<file path="src/rtl/lsu_pkg.sv">
// lsu_pkg: funct3 codes and FSM state encoding shared by the load/store unit
package lsu_pkg;
  localparam logic [2:0] F3_B  = 3'b000;
  localparam logic [2:0] F3_H  = 3'b001;
  localparam logic [2:0] F3_W  = 3'b010;
  localparam logic [2:0] F3_BU = 3'b100;
  localparam logic [2:0] F3_HU = 3'b101;
  typedef enum logic [1:0] {LSU_IDLE, LSU_READ, LSU_WRITE, LSU_DONE} lsu_state_t;
endpackage

</file>
<file path="src/rtl/lsu_lane.sv">
// lsu_lane: little-endian byte/half lane extract+extend for loads and merge for stores
module lsu_lane
  import lsu_pkg::*;
(
  input  logic [31:0] i_word,
  input  logic [31:0] i_wdata,
  input  logic [1:0]  i_off,
  input  logic [2:0]  i_funct3,
  output logic [31:0] o_load,
  output logic [31:0] o_merge
);
  logic [1:0]  w_k;
  logic [4:0]  w_sh;
  logic [31:0] w_word_sh;
  logic [31:0] w_mask;
  // word ignores offset, half keeps only bit 1, so misaligned accesses align down
  always_comb begin
    w_k       = i_funct3[1] ? 2'b00 : i_funct3[0] ? {i_off[1], 1'b0} : i_off;
    w_sh      = {w_k, 3'b000};
    w_word_sh = i_word >> w_sh;
    o_load    = i_funct3 == F3_B  ? {{24{w_word_sh[7]}}, w_word_sh[7:0]} :
                i_funct3 == F3_H  ? {{16{w_word_sh[15]}}, w_word_sh[15:0]} :
                i_funct3 == F3_BU ? {24'd0, w_word_sh[7:0]} :
                i_funct3 == F3_HU ? {16'd0, w_word_sh[15:0]} : i_word;
    w_mask    = (i_funct3[1] ? 32'hFFFF_FFFF : i_funct3[0] ? 32'h0000_FFFF : 32'h0000_00FF) << w_sh;
    o_merge   = (i_word & ~w_mask) | ((i_wdata << w_sh) & w_mask);
  end
endmodule

</file>
<file path="src/rtl/load_store_unit.sv">
// load_store_unit: RV32I byte/half/word loads and stores over a word-only memory.
// Build option: define LSU_MISALIGN_TRAP_EN to reject misaligned accesses with err,
// otherwise misaligned addresses are silently aligned down.
module load_store_unit
  import lsu_pkg::*;
#(
  parameter int ADDR_W = 6
) (
  input  logic              clk,
  input  logic              rst,
  input  logic              req,
  input  logic              we,
  input  logic [2:0]        funct3,
  input  logic [31:0]       addr,
  input  logic [31:0]       wdata,
  output logic [31:0]       rdata,
  output logic              busy,
  output logic              done,
  output logic              err,
  output logic              mem_read,
  output logic              mem_write,
  output logic [ADDR_W-1:0] mem_addr,
  output logic [31:0]       mem_wdata,
  input  logic [31:0]       mem_rdata
);
  lsu_state_t        r_state;
  logic [ADDR_W+1:0] r_addr;
  logic [2:0]        r_f3;
  logic              r_we;
  logic [31:0]       r_wdata;
  logic [31:0]       r_rdata;
  logic [31:0]       r_mem_wdata;
  logic              r_done;
  logic              r_err;
  logic              w_valid;
  logic              w_rej;
  logic [31:0]       w_load;
  logic [31:0]       w_merge;
  logic              w_unused;

  assign w_unused = ^addr[31:ADDR_W+2];

  // legality of the incoming request; misalignment only matters when trapping is built in
  always_comb begin
    w_valid = we ? (funct3 == F3_B || funct3 == F3_H || funct3 == F3_W) :
                   (funct3 == F3_B || funct3 == F3_H || funct3 == F3_W || funct3 == F3_BU || funct3 == F3_HU);
`ifdef LSU_MISALIGN_TRAP_EN
    w_rej = !w_valid || (funct3[1:0] == 2'b01 && addr[0]) || (funct3 == F3_W && addr[1:0] != 2'b00);
`else
    w_rej = !w_valid;
`endif
  end

  lsu_lane u_lane (
    .i_word  (mem_rdata),
    .i_wdata (r_wdata),
    .i_off   (r_addr[1:0]),
    .i_funct3(r_f3),
    .o_load  (w_load),
    .o_merge (w_merge)
  );

  // strobes and address decode straight from state so reset kills a write at once
  always_comb begin
    busy      = r_state != LSU_IDLE;
    mem_read  = r_state == LSU_READ;
    mem_write = r_state == LSU_WRITE;
    mem_addr  = (mem_read || mem_write) ? r_addr[ADDR_W+1:2] : '0;
    rdata     = r_rdata;
    done      = r_done;
    err       = r_err;
    mem_wdata = r_mem_wdata;
  end

  // request latch, access sequencing and registered results
  always_ff @(posedge clk or posedge rst) begin
    if (rst) begin
      r_state     <= LSU_IDLE;
      r_addr      <= '0;
      r_f3        <= '0;
      r_we        <= 1'b0;
      r_wdata     <= '0;
      r_rdata     <= '0;
      r_mem_wdata <= '0;
      r_done      <= 1'b0;
      r_err       <= 1'b0;
    end else begin
      case (r_state)
        LSU_IDLE: if (req) begin
          r_addr  <= addr[ADDR_W+1:0];
          r_f3    <= funct3;
          r_we    <= we;
          r_wdata <= wdata;
          if (w_rej) begin
            r_state <= LSU_DONE;
            r_done  <= 1'b1;
            r_err   <= 1'b1;
          end else if (we && funct3 == F3_W) begin
            r_state     <= LSU_WRITE;
            r_mem_wdata <= wdata;
          end else begin
            r_state <= LSU_READ;
          end
        end
        LSU_READ: if (r_we) begin
          r_mem_wdata <= w_merge;
          r_state     <= LSU_WRITE;
        end else begin
          r_rdata <= w_load;
          r_state <= LSU_DONE;
          r_done  <= 1'b1;
        end
        LSU_WRITE: begin
          r_state <= LSU_DONE;
          r_done  <= 1'b1;
        end
        default: begin
          r_state <= LSU_IDLE;
          r_done  <= 1'b0;
          r_err   <= 1'b0;
        end
      endcase
    end
  end
endmodule

</file>
<file path="config.mk">
export PLATFORM = sky130hd
export DESIGN_NAME = load_store_unit
export DESIGN_NICKNAME = d
export VERILOG_FILES = /design/src/rtl/lsu_pkg.sv /design/src/rtl/lsu_lane.sv /design/src/rtl/load_store_unit.sv
export SDC_FILE = /design/constraint.sdc
export NUM_CORES = 1
export LEC_CHECK = 0
export CAP_MARGIN = 20
export CORE_MARGIN = 2
export CORE_UTILIZATION = 30
export CTS_BUF_LIST = sky130_fd_sc_hd__clkbuf_4 sky130_fd_sc_hd__clkbuf_8
export DETAILED_ROUTE_END_ITERATION = 10
export PLACE_DENSITY = 0.6
export SETUP_SLACK_MARGIN = 0.15
export SYNTH_ARGS = -nofsm -noshare
export SYNTH_HDL_FRONTEND = slang
export SYNTH_HIERARCHICAL = 1
export SYNTH_SLANG_ARGS = --single-unit
</file>
<file path="constraint.sdc">
create_clock -name clk -period 3.5 [get_ports clk]
set_clock_uncertainty 0.2 [all_clocks]
set_input_delay 0.7 -clock clk [delete_from_list [all_inputs] [get_ports clk]]
set_output_delay 0.7 -clock clk [all_outputs]
set_load 0.005 [all_outputs]
</file>
==> run_results.csv <==
group,metric,value,unit
final_layout,drive_above_1_share,26.04,%
final_layout,multi_input_comb_area,3122,µm²
timing,slew_headroom,43.91,%
final_layout,diodes,0,
timing,period_share,81.28,%
cts,cts_tree,"yes",
power,max-vdd-ir-drop,0.3185,mV
run_status,outcome,"complete, no violations",
final_layout,fillCellCount,1938,
global_route,grt_max_degree,113,
routing,wl_per_cell,19.26,µm
worst_setup_path,crit_fanout,8,
floorplanning,die_w,147.3,µm
timing,finalHoldViolCount,0,
placed_design,hpwl,13530,µm
synth,yosysWarnings,6,
worst_setup_path,end_kind,"output port",
cts,cts_hold_buf,0,
timing,tightest_slew,0.8379,ns
timing,setup_tns,0,ns
final_layout,fin_nets,774,
floorplanning,die_h,147.3,µm
worst_setup_path,path_buf_inv,2,
worst_setup_path,cp.arrival,1.94,ns
power,p_int,0.004775,W
final_layout,seq_area,2804,µm²
timing,fmax,0.3515,GHz
synth,ys_ff_latch,112,
floorplanning,fp.coreArea,20170,µm²
worst_setup_path,start_kind,"flip-flop",
synth,async_flop_share,100.0,%
synth,yosysUniqueCellTypes,38,
cts,cts.repair.resized,0,
placed_design,place.gp.congestion,0.8723,
synth,synthesis.area,6158,µm²
floorplanning,num_rows,52,
global_route,grt_pass1_vias,4866,
final_layout,final_util,40.48,%
routing,drtIter0Drc,219,
synth,synth_fp_nets,635,
global_route,grt_pass1_wl,28010,µm
power,power_frac_comb,57.1,%
cts,cts_num_sinks,112,
routing,ant_nets,0,
final_layout,syn_to_final_growth,32.57,%
routing,dr.pass1.iters,5,
synth,synth_flop_cell,"dfrtp_1",
worst_setup_path,slowest_stage,"clkdlybuf4s50_1",
cts,post_cts_buffers,0,
power,switchingPower,0.002828,W
synth,synth_edf_count,0,
cts,clock_path_buffers,2,
synth,avgSynthCellArea,11.66,µm²
placed_design,pre_cts_ws,0.6290,ns
global_route,gr-total-overflow,0,
flow_run,max_cap_viol_count,0,
worst_setup_path,critPathKind,"flip-flop to output port",
worst_setup_path,crit_chain,"inv_1, ha_1, and2_1, clkdlybuf4s50_1",
timing,whs,0.3001,ns
synth,yosysSeqAreaShare,45.51,%
power,p_leak,3.248,nW
floorplanning,die-area,21690,µm²
worst_setup_path,crit_family,"buffers and inverters",
routing,drc,0,
power,clock_power_share,10.7,%
timing,rsz0062_at_grt,"false",
floorplanning,boundaryPins,178,
cts,cts_buffers,9,
placed_design,io_buffers,153,
routing,wl,18140,µm
power,p_total,0.007603,W
cts,cts_htree_levels,3,
timing,post-route-min-period,2.845,ns
synth,syn_inst,528,
power,seq_power_share,32.3,%
timing,setup_viol,0,
global_route,track_usage,16.62,%
cts,ctsRootBufferMaster,"clkbuf_8",
timing,setup_ws,0.6552,ns
routing,vias_per_cell,5.068,
routing,vias,4774,
worst_setup_path,cp.required,2.60,ns
min_path,hp-class,"flip-flop to flip-flop",
global_route,antenna_found_initial,0,
cts,insertion_delay,0.38,ns
timing,drv_slew,0,
power,switching_share,37.19,%
cts,clk_pin_slew,0.10,ns
power,power_density,931.3,nW/µm²
floorplanning,start_util,30.53,%
worst_setup_path,slowest_delay,0.50,ns
[metal layers]
layer / vias up / global-route usage, % / share of wire [%]
li1: 2206 / - / -
met1: 2363 / 22.49 / 45
met2: 178 / 26.21 / 46
met3: 27 / 4.410 / 7.1
met4: 0 / 4.904 / 2.1
met5: - / 0 / 0
[area by class of cell]
type                    instances  area share (%)
multi-input cells             368           38.24
inverters                       9          0.4598
clock inverters                 5          0.6897
well taps                     270           4.138
clock buffers                  11           1.778
repair buffers                167           20.35
flip-flops and latches        112           34.34
[registers in the layout (all words and copies together), names as in the netlist]
name / cells
r_we: 1
rdata: 32
r_f3: 3
r_wdata: 32
r_state: 2
done: 1
mem_wdata: 32
err: 1
r_addr: 8
[power groups by stage]
stage,Combinational (W),Sequential [W],Clock (W)
detailed placement,0.00435,0.00249,0
finish,0.00434,0.00245,0.000811
CTS,0.00437,0.00247,0.000844
floorplan,0.00278,0.00232,0
global route,0.00470,0.00255,0.000891
global placement,0.00425,0.00246,0
[Yosys cell counts (7+ instances only)]
cell	n	area (µm²)
mux2_1	30	337.8
mux2_2	127	1430
nor3_1	8	40.04
o22ai_1	8	50.05
a22o_1	8	70.07
clkbuf_1	18	67.56
o22a_1	7	61.31
buf_2	12	60.06
nand2_1	42	157.7
dfrtp_1	112	2803
o21ai_0	42	210.2
mux2i_1	18	180.2
a22oi_1	8	60.06
a21oi_1	20	100.1
inv_1	8	30.03
a31oi_1	10	62.56
[logic make-up (layout without fill, tap and decap cells)]
logic type	after synthesis	after routing	synth area share [%]
DFF	112	112	45.51
and+or+nand+nor	70	70	5.628
buffers and inverters	48	192	3.962
muxes	176	176	31.88
AOI/OAI and AO/OA	118	118	12.21
adders and majority gates	4	4	0.8127
[worst register-to-register path, stage by stage (launching register included)]
cell      delay, ns
dfrtp_1        0.56
nand2b_1       0.26
buf_4          0.20
nand2_1        0.34
mux2i_1        0.45
o21ai_0        0.14
mux2_2         0.29
mux2_1         0.29
[path summary, 6_finish.rpt]
check / from / to / slack, ns / depth (start not counted)
max: r_state[0]$_DFFE_PP0P_ / mem_addr[0] / 0.66 / 4
min: mem_wdata[5]$_DFFE_PP0P_ / mem_wdata[5]$_DFFE_PP0P_ / 0.30 / 1
max reg2reg: r_f3[0]$_DFFE_PP0P_ / mem_wdata[17]$_DFFE_PP0P_ / 0.66 / 7
min reg2reg: mem_wdata[5]$_DFFE_PP0P_ / mem_wdata[5]$_DFFE_PP0P_ / 0.30 / 1
max in group asynchronous: rst / r_f3[1]$_DFFE_PP0P_ / 2.01 / 3
min in group asynchronous: rst / rdata[18]$_DFFE_PP0P_ / 0.63 / 3
[placed cells by master (no fill, tap or decap), drive strengths merged]
| master | count |
|---|---|
| buf | 14 |
| mux2 | 158 |
| bufinv | 1 |
| o31a | 1 |
| a21oi | 24 |
| o31ai | 1 |
| o21ai | 49 |
| clkdlybuf4s50 | 153 |
| nand2b | 3 |
| dfrtp | 112 |
| nand2 | 42 |
| clkinvlp | 2 |
| a31oi | 10 |
| clkbuf | 11 |
| nor2 | 3 |
| nor4b | 2 |
| inv | 8 |
| nor2b | 4 |
| and2 | 6 |
| o22ai | 8 |
| mux2i | 18 |
| o22a | 7 |
| clkinv | 3 |
| or2 | 1 |
| a22oi | 8 |
| ha | 4 |
| nor3 | 8 |
| a211oi | 1 |
| a22o | 8 |
| a2111oi | 1 |
| or3 | 1 |
[metrics by stage]
step	instances	instance area, µm²
floorplan	528	6162
global placement	926	7963
detailed placement	926	7963
CTS	942	8164
global route	942	8164
finish	942	8164
(Power assumes the default switching activity.)
